$ cat config.mk
export PLATFORM = sky130hd
export DESIGN_NAME = bram_copy_master
export DESIGN_NICKNAME = d
export VERILOG_FILES = /design/src/rtl/bram_copy_master_pkg.sv /design/src/rtl/bram_copy_master.sv
export SDC_FILE = /design/constraint.sdc
export NUM_CORES = 1
export LEC_CHECK = 0
export CAP_MARGIN = 20
export CORE_MARGIN = 8
export CORE_UTILIZATION = 30
export CTS_CLUSTER_DIAMETER = 150
export DETAILED_ROUTE_END_ITERATION = 7
export PLACE_DENSITY = 0.69
export SLEW_MARGIN = 20
export SYNTH_ARGS = -nofsm -noshare
export SYNTH_HDL_FRONTEND = slang
export SYNTH_SLANG_ARGS = --single-unit
$ cat constraint.sdc
create_clock -name clk -period 2.2 [get_ports clk]
set_input_delay 0.44 -clock clk [delete_from_list [all_inputs] [get_ports clk]]
set_output_delay 0.44 -clock clk [all_outputs]
set_load 0.02 [all_outputs]
$ cat src/rtl/bram_copy_master_pkg.sv
// rtl/bram_copy_master_pkg.sv - bus widths and state encoding for the block-RAM copy engine
package bram_copy_master_pkg;

   localparam int AW = 16;
   localparam int DW = 16;

   typedef enum logic [2:0] {
      ST_IDLE = 3'd0,
      ST_REQ  = 3'd1,
      ST_RD   = 3'd2,
      ST_WR   = 3'd3,
      ST_DONE = 3'd4
   } state_e;

endpackage

$ cat src/rtl/bram_copy_master.sv
// rtl/bram_copy_master.sv - block-RAM to block-RAM word copy engine behind a req/gnt arbiter
// One read cycle then one write cycle per word, ascending addresses, modulo 2^AW.
module bram_copy_master #(
   parameter int AW = bram_copy_master_pkg::AW,
   parameter int DW = bram_copy_master_pkg::DW
) (
   input  logic          clk,
   input  logic          rst,
   input  logic          start,
   input  logic [AW-1:0] src_addr,
   input  logic [AW-1:0] dst_addr,
   input  logic [15:0]   length,
   output logic          busy,
   output logic          done,
   output logic          bus_req,
   input  logic          bus_gnt,
   output logic [AW-1:0] mem_addr,
   output logic          mem_cs_n,
   output logic          mem_wr_n,
   output logic          mem_rd_n,
   output logic [DW-1:0] mem_wdata,
   input  logic [DW-1:0] mem_rdata
);
   import bram_copy_master_pkg::*;

   state_e        state_q, state_d;
   logic [AW-1:0] src_q, src_d;
   logic [AW-1:0] dst_q, dst_d;
   logic [15:0]   rem_q, rem_d;

   always_ff @(posedge clk or posedge rst) begin
      if (rst) begin
         state_q <= ST_IDLE;
         src_q   <= '0;
         dst_q   <= '0;
         rem_q   <= '0;
      end else begin
         state_q <= state_d;
         src_q   <= src_d;
         dst_q   <= dst_d;
         rem_q   <= rem_d;
      end
   end

   always_comb begin
      state_d = state_q;
      src_d   = src_q;
      dst_d   = dst_q;
      rem_d   = rem_q;
      case (state_q)
         ST_IDLE: begin
            if (start) begin
               if (length != 16'd0) begin
                  state_d = ST_REQ;
                  src_d   = src_addr;
                  dst_d   = dst_addr;
                  rem_d   = length;
               end else begin
                  state_d = ST_DONE;
               end
            end
         end
         ST_REQ: begin
            if (bus_gnt) state_d = ST_RD;
         end
         ST_RD: state_d = ST_WR;
         ST_WR: begin
            src_d = src_q + AW'(1);
            dst_d = dst_q + AW'(1);
            rem_d = rem_q - 16'd1;
            // Grant is only re-evaluated between words, never inside one.
            if (rem_q == 16'd1)  state_d = ST_DONE;
            else if (bus_gnt)    state_d = ST_RD;
            else                 state_d = ST_REQ;
         end
         ST_DONE: state_d = ST_IDLE;
         default: state_d = ST_IDLE;
      endcase
   end

   always_comb begin
      busy      = (state_q != ST_IDLE);
      done      = 1'b0;
      bus_req   = 1'b0;
      mem_cs_n  = 1'b1;
      mem_wr_n  = 1'b1;
      mem_rd_n  = 1'b1;
      mem_addr  = '0;
      mem_wdata = '0;
      case (state_q)
         ST_REQ: bus_req = 1'b1;
         ST_RD: begin
            bus_req  = 1'b1;
            mem_cs_n = 1'b0;
            mem_rd_n = 1'b0;
            mem_addr = src_q;
         end
         ST_WR: begin
            bus_req   = 1'b1;
            mem_cs_n  = 1'b0;
            mem_wr_n  = 1'b0;
            mem_addr  = dst_q;
            // RAM holds its registered read data until the next read, so it is stable for all of WR.
            mem_wdata = mem_rdata;
         end
         ST_DONE: done = 1'b1;
         default: ;
      endcase
   end

endmodule
# After elaboration in Yosys (flattened, before gate mapping)
# Index checks and enable logic that the tools add are counted.
[op_classes]
n_reduce_logical = 8
n_eq_ne = 8
mux = 22
addsub = 3
[ops]
columns = ["operator", "count"]
rows = [
  ["case mux 16 bit (2 select lines)", 4],
  ["2-to-1 mux 16 bit", 7],
  ["adder 16 x 1 -> 16 bit, second input constant", 2],
  ["== test 16 x 1 -> 1 bit, second input constant", 1],
  ["nonzero test 16 bit", 1],
  ["subtractor 16 x 1 -> 16 bit, second input constant", 1],
  ["2-to-1 mux 3 bit", 4],
  ["case mux 3 bit (4 select lines)", 1],
  ["== test 3 x 2 -> 1 bit, second input constant", 2],
  ["inequality test 2 bit, second input constant", 3],
  ["2-to-1 mux 1 bit", 5],
  ["== test 3 x 1 -> 1 bit, second input constant", 1],
  ["== test 3 bit, second input constant", 1],
  ["zero test 3 bit", 1],
  ["AND reduction 3 bit", 1],
  ["nonzero test 3 bit", 1],
  ["OR reduction 3 bit", 1],
  ["2-to-1 mux 2 bit", 1],
  ["AND reduction 2 bit", 1],
  ["nonzero test 2 bit", 1],
  ["OR reduction 2 bit", 1],
]
[word_totals]
regBits = 51
in_bits = 68
output_inout_bits = 38
word_cells = 45

# Logic depth before layout (Yosys ltp)
# Gate-level depths: netlist of the first run.
[depth]
depth_word = 4
ltp_mapped = 9
mapped_depth_nobuf = 7

# Least setup slack after synthesis of the first run
# OpenSTA, ideal clock, no wires.
[synth_path]
path_type = "register to register"
from = "reg rem_q[5]"
to = "reg state_q[0]"
period_less_slack_ps = 2132
n_path_buf = 0
stages_incl_launch_ff = 6
arrival_time_ps = 1975
required_time_ps = 2043
setup_slack_ps = 68
path_cell_list = "dfrtp_1 > or4_4 > or3_4 > or4_4 > nand2b_1 > a221oi_1"
[synth_via]
elab_chain_cells = 3
[synth_rtl]
columns = ["item", "line_no", "text"]
rows = [
  ["start: declaration", "bram_copy_master.sv:29", "logic [15:0] rem_q, rem_d;"],
  ["start signal: assignment", "bram_copy_master.sv:41", "rem_q <= rem_d;"],
  ["== test 16 x 1 -> 1 bit", "bram_copy_master.sv:72", "if (rem_q == 16'd1) state_d = ST_DONE;"],
  ["2-to-1 mux 3 bit", "bram_copy_master.sv:72", ""],
  ["case mux 3 bit (4 select lines)", "bram_copy_master.sv:50", "case (state_q)"],
  ["end signal: assignment", "bram_copy_master.sv:38", "state_q <= state_d;"],
  ["end: declaration", "bram_copy_master.sv:26", "state_e state_q, state_d;"],
]
# Every way passes these cells.
# A chain may end at the register's enable or synchronous reset.

# Worst setup path after layout of the first run
[layout_path]
from = "reg rem_q[5]"
to = "reg state_q[2]"
# Same word-level chain as after synthesis.

==> impl_metrics.json, run 1 <==
{
  "status": "finished, final reports clean",
  "gp_congestion": 0.877,
  "fmax_mhz": 464,
  "grt_first_pass_wirelength_um": 18000,
  "grt.busiest_layer": "met2",
  "layout.nets": 596,
  "cp-startpoint": "rem_q[5]$_DFFE_PP0P_",
  "worstMarginPinSlew_ns": 0.553,
  "diodes": 0,
  "setup_viol": 0,
  "htree_levels": 2,
  "grt_overflow": 0,
  "start_util": 0.303,
  "routed_wl_um": 11000,
  "drtPass1Iterations": 4,
  "rows": 38,
  "holdBufCountCts": 0,
  "critPathLaunchType": "flip-flop",
  "dpl.cell_count": 654,
  "die_height_um": 120,
  "clock_latency_ns": 0.30,
  "ant_nets": 0,
  "reg2reg_from": "rem_q[5]$_DFFE_PP0P_",
  "synth-adder-area-share": 0.0155,
  "cts_root_buffer": "clkbuf_8",
  "finalHoldViolations": 0,
  "ys_ff_latch": 51,
  "crit_required_ns": 2.44,
  "antenna_found_initial": 0,
  "dr.first_iter.drc_count": 272,
  "ys_seq_area_frac": 0.396,
  "synth_area_um2": 3220,
  "grt_max_degree": 52,
  "finalNonFillerCells": 665,
  "vias": 3496,
  "slew_viol_final": 0,
  "avgSynthCellArea_um2": 8.40,
  "portBuffers": 105,
  "hpwl_um": 8480,
  "synthArstFlopShare": 1.00,
  "die_x_um": 120,
  "synthMuxAreaShare": 0.0559,
  "r2r_cells": 5,
  "synth_top_family_by_area": "simple AND/OR/NAND/NOR gates",
  "crit_path_end_kind": "flip-flop",
  "core-area_um2": 10700,
  "grt_pass1_vias": 3648,
  "worstReg2RegEnd": "state_q[2]$_DFFE_PP0P_",
  "synth-xor-area-share": 0.00272,
  "viasPerCell": 5.26,
  "io_pins": 106,
  "die_area_um2": 14300,
  "syn2layout_area_growth_pct": 52.5,
  "yosys_warnings": 0,
  "cts_tree": "yes",
  "grtUsageMet3": 0.0413,
  "fin_util": 0.462,
  "setup_tns_ns": 0,
  "wl_per_cell_um": 16.5,
  "maxCapViolCount": 0,
  "synth_compound_area_frac": 0.189,
  "powerDensity_nw_per_um2": 926,
  "met2_usage": 0.264,
  "cp-endpoint": "state_q[2]$_DFFE_PP0P_",
  "clockBufferDepth": 2,
  "track_usage": 0.150,
  "min_period_over_period": 0.980,
  "cts.sink_count": 51,
  "critPathArrivalTime_ns": 2.40,
  "cp_max_fo": 4,
  "rsz0062_at_grt": "true",
  "clock_skew_ns": 0.0133,
  "grt.met1_usage": 0.183,
  "cts_buffers": 5,
  "leakagePower_nw": 2.15,
  "r2r_slack_ns": 0.04,
  "final_layout_size_suffix_gt1_frac": 0.156,
  "hold_path_class": "in -> async",
  "syn_nets": 456,
  "synth_edf_count": 0,
  "drc": 0,
  "syn_inst": 384,
  "slew_headroom": 0.628,
  "ys.flop_type": "dfrtp_1",
  "ys_types": 48,
  "worstSetupPathType": "reg -> reg",
  "hold_ws_ns": 0.488,
  "finalCriticalPeriod_ns": 2.16,
  "clk_pin_slew_ns": 0.10,
  "yosys.area_share.simple": 0.298,
  "ir_drop_uv": 473
}
## registers in the layout, summed over array words and instances (netlist names)
| register | flops |
|---|---|
| dst_q | 16 |
| src_q | 16 |
| state_q | 3 |
| rem_q | 16 |
## layer usage
layer,vias to the layer above,part of all wire,wire length (um)
met5,-,0,0
met3,10,0.067,740
met4,0,0.0083,91
li1,1697,-,-
met2,123,0.50,5500
met1,1666,0.42,4670
## repair_timing
| item | CTS | global route |
|---|---|---|
| endpoints found under the setup margin | 40 | 35 |
| pin swaps | 0 | 2 |
| cloned | 0 | 0 |
| setup buffers | 2 | 1 |
| resized for setup | 45 | 10 |
## logic make-up after synthesis
| logic type | Yosys count |
|---|---|
| compound gates | 84 |
| xor+xnor | 1 |
| simple gates | 190 |
| mux | 18 |
| flops | 51 |
| fa+ha+maj | 4 |
| buf+inv | 36 |
## power by group
group | internal (mW) | switching [mW]
sequential | 1.33 | 0.486
combinational | 1.05 | 1.14
clock | 0.224 | 0.330
## synth_stat cells (3+ instances only)
cell type | n | area share
nor4_1 | 8 | 0.016
nand4_1 | 11 | 0.021
o311ai_0 | 3 | 0.0082
o221a_2 | 7 | 0.024
clkbuf_1 | 17 | 0.020
nand2_1 | 30 | 0.035
buf_1 | 4 | 0.0047
nor3_1 | 15 | 0.023
and4_1 | 3 | 0.0082
mux2i_1 | 18 | 0.056
nand3_1 | 21 | 0.033
or3_1 | 6 | 0.012
inv_1 | 13 | 0.015
ha_1 | 4 | 0.016
nor2_1 | 58 | 0.068
and3_1 | 4 | 0.0078
a221o_1 | 3 | 0.0093
o22ai_1 | 4 | 0.0078
nand2b_1 | 3 | 0.0058
a311oi_1 | 3 | 0.0082
o21ai_0 | 11 | 0.017
a21oi_1 | 15 | 0.023
dfrtp_1 | 51 | 0.40
a211o_1 | 3 | 0.0082
a31oi_1 | 4 | 0.0078
a211oi_1 | 10 | 0.023
and2_1 | 20 | 0.039
o211ai_1 | 10 | 0.023
## critical path, cell delays in order, from the launching register on
cell and delay, ns:
dfrtp_1 0.39, or4_4 0.53, or3_4 0.37, or4_4 0.55, o22a_1 0.17, nor2_1 0.08
## through the flow
stage / power [mW] / area (um2) / worst slack (ns)
floorplan: 3.04 / 3220 / 0.0678
global placement: 3.99 / 4770 / -0.309
detailed placement: 4.06 / 4770 / -0.336
CTS: 4.53 / 4860 / 0.0227
global route: 4.88 / 4920 / -0.0334
finish: 4.56 / 4920 / 0.0447
## area by class of cell
class | count | area [um2]
flip-flops and latches | 51 | 1280
clock inverters | 2 | 12.5
clock buffers | 6 | 72.6
multi-input cells | 297 | 1880
fillers | 1054 | 5730
inverters | 13 | 48.8
well taps | 140 | 175
repair buffers | 156 | 1450
## layout by cell type, fill, tap and decap left out, types with 4 or more instances in the layout
| cell type | n |
|---|---|
| nor4_4 | 4 |
| or3_1 | 6 |
| nand3_1 | 21 |
| o221a_2 | 7 |
| a211oi_1 | 10 |
| ha_1 | 4 |
| buf_12 | 4 |
| nand2_1 | 29 |
| dlygate4sd2_1 | 36 |
| o22ai_1 | 4 |
| inv_1 | 12 |
| and3_1 | 4 |
| nand4_1 | 11 |
| buf_4 | 46 |
| nor2_1 | 57 |
| o21ai_0 | 11 |
| and2_1 | 19 |
| nor4_1 | 5 |
| clkbuf_8 | 5 |
| mux2i_1 | 18 |
| nor3_1 | 15 |
| dfrtp_1 | 50 |
| a31oi_1 | 4 |
| o211ai_1 | 10 |
| clkdlybuf4s50_1 | 67 |
| a21oi_1 | 15 |
## how the worst min path moves through the flow
| stage | end | cells past startpoint | startpoint | slack, ns |
|---|---|---|---|---|
| floorplan | dst_q[15]$_DFFE_PP0P_ | 1 | dst_q[15]$_DFFE_PP0P_ | 0.45 |
| global placement | dst_q[15]$_DFFE_PP0P_ | 1 | dst_q[15]$_DFFE_PP0P_ | 0.46 |
| detailed placement | rem_q[8]$_DFFE_PP0P_ | 1 | rem_q[8]$_DFFE_PP0P_ | 0.48 |
| CTS | dst_q[4]$_DFFE_PP0P_ | 3 | rst | 0.50 |
| global route | src_q[3]$_DFFE_PP0P_ | 3 | rst | 0.52 |
| finish | src_q[3]$_DFFE_PP0P_ | 3 | rst | 0.49 |
(Power assumes the default switching activity.)
==> run 2, diff against run 1 <==
==> constraint.sdc (replaced) <==
create_clock -name clk -period 1.95 [get_ports clk]
set_input_delay 0.39 -clock clk [delete_from_list [all_inputs] [get_ports clk]]
set_output_delay 0.39 -clock clk [all_outputs]
set_load 0.02 [all_outputs]
==> run 2 against run 1 <==
Against the previous run:
- the flow now finishes with violations (negative setup slack)
- critical path depth is the same
- via count grew 10%
- routed wire length grew 22%
- total power up 33%
- clock skew grew 0.0052 ns
- fmax decreased by 1.6%
- final cell count up 6.8%
- cell area grew 18%
- sequential power rose by 17%
- clock power grew 40%
- sequential share of layout area down 4.0 points
- largest cell class unchanged
==> impl_metrics.json, run 2 (synthesis results as in run 1) <==
{
  "critPathLaunchType": "flip-flop",
  "cts.sink_count": 51,
  "powerDensity_nw_per_um2": 1040,
  "cp_max_fo": 3,
  "violations": "negative setup slack",
  "crit_slowest_cell": "or4_4",
  "io_pins": 106,
  "maxCapViolCount": 0,
  "die_x_um": 120,
  "rows": 38,
  "min_period_over_period": 1.12,
  "antenna_found_initial": 0,
  "ant_nets": 0,
  "gp_congestion": 0.891,
  "holdPathEnd": "state_q[0]$_DFFE_PP0P_",
  "cpMostUsedCell": "or4_4",
  "worstSetupPathType": "reg -> reg",
  "track_usage": 0.168,
  "hold_start": "start",
  "cts_root_buffer": "clkbuf_8",
  "clk_pin_slew_ns": 0.11,
  "dr.first_iter.drc_count": 262,
  "status": "finished, violations left",
  "fmax_mhz": 457,
  "die_area_um2": 14300,
  "htree_levels": 2,
  "vias": 3845,
  "drtPass1Iterations": 4,
  "hpwl_um": 8550,
  "fin_area_um2": 5820,
  "routed_wl_um": 13400,
  "r2r_cells": 5,
  "finalCriticalPeriod_ns": 2.19,
  "post-place-ws_ns": -0.505,
  "diodes": 0,
  "finalHoldViolations": 0,
  "critPathArrivalTime_ns": 2.44,
  "final_layout_size_suffix_gt1_frac": 0.386,
  "fin_util": 0.547,
  "crit_path_end_kind": "flip-flop",
  "worst-path-buf-inv": 0,
  "crit_required_ns": 2.20,
  "worst_slack_ns": -0.240,
  "worstMarginPinSlew_ns": 0.444,
  "holdBufCountCts": 0,
  "clockBufferDepth": 2,
  "largestRegisters": "dst_q x16, rem_q x16, src_q x16",
  "core-area_um2": 10700,
  "slew_headroom": 0.701,
  "leakagePower_nw": 2.58,
  "syn2layout_area_growth_pct": 80.6,
  "cpLargestDelayFamily": "simple AND/OR/NAND/NOR gates",
  "die_height_um": 120,
  "worstReg2RegEnd": "state_q[2]$_DFFE_PP0P_",
  "grt_max_degree": 52,
  "finalPower_mw": 6.06,
  "path_cells": "or4_4 > or3_4 > or4_4 > o22a_1 > nor2_1",
  "grt_pass1_vias": 3964,
  "viasPerCell": 5.42,
  "grt_first_pass_wirelength_um": 19800,
  "hold_path_class": "in -> reg",
  "layout_common_cells": "70 x buf_4, 54 x nor2_1, 53 x clkdlybuf4s50_1",
  "slew_viol_final": 0,
  "wl_per_cell_um": 18.9,
  "reg2reg_from": "rem_q[8]$_DFFE_PP0P_",
  "drc": 0,
  "cts_buffers": 5,
  "grt_overflow": 0,
  "clock_latency_ns": 0.32,
  "whs_path_depth": 3,
  "clock_skew_ns": 0.0185,
  "ir_drop_uv": 596,
  "dpl_cell_area_um2": 4880,
  "r2r_slack_ns": -0.24,
  "start_util": 0.303,
  "cts_tree": "yes",
  "mostFrequentLayoutCell": "buf_4",
  "rsz0062_at_grt": "true",
  "portBuffers": 105,
  "cp-startpoint": "rem_q[8]$_DFFE_PP0P_",
  "critPathMaxStageDelay_ns": 0.55,
  "setup_viol": 26,
  "layout.nets": 641
}
==> run 2: how the worst max path moves through the flow <==
stage                                        end  cells after the start
after floorplan           state_q[0]$_DFFE_PP0P_                      5
after CTS                 state_q[2]$_DFFE_PP0P_                      5
final                     state_q[2]$_DFFE_PP0P_                      5
after detailed placement   dst_q[11]$_DFFE_PP0P_                      7
after global routing      state_q[2]$_DFFE_PP0P_                      5
after global placement     dst_q[11]$_DFFE_PP0P_                      8
==> run 2: repair_timing <==
| action | 4_1_cts | 5_1_grt |
|---|---|---|
| endpoints found under the setup margin | 89 | 78 |
| pin swaps | 9 | 40 |
| gates cloned | 4 | 6 |
| buffers inserted | 10 | 14 |
| resized for setup | 186 | 121 |
==> run 2: layout make-up <==
class | count | area [um2]
fill | 953 | 4830
multi-input combinational | 297 | 2150
timing repair buffer | 201 | 2060
sequential | 51 | 1280
tap | 140 | 175
clock buffer | 5 | 68.8
inverter | 13 | 51.3
clock inverter | 3 | 43.8
==> run 2: metrics by stage <==
stage	hold slack [ns]	std cells	TNS [ns]
finish	0.385	710	-2.17
global route	0.408	710	-4.00
CTS	0.448	691	-1.24
detailed placement	0.472	669	-23.38
global placement	0.469	669	-21.03
floorplan	0.447	384	-0.588
==> run 2: per-layer routing <==
metal  vias to the layer above  routed length (um)  GRT usage
li1                       1789                   -          -
met1                      1866                5360      0.200
met2                       161                6870      0.295
met3                        29                 854     0.0376
met4                         0                 340     0.0539
met5                         -                   0          0
==> run 2: worst reg2reg max path, cell delays in order, from the launching register on <==
cell	delay, ns
dfrtp_1	0.42
or4_4	0.55
or3_4	0.36
or4_4	0.54
o22a_1	0.17
nor2_1	0.08
==> run 2: power by group <==
part | total [mW] | switching [mW] | internal (mW)
Clock | 0.776 | 0.393 | 0.383
Sequential | 2.11 | 0.609 | 1.50
Combinational | 3.17 | 1.55 | 1.62
Total | 6.06 | 2.56 | 3.50
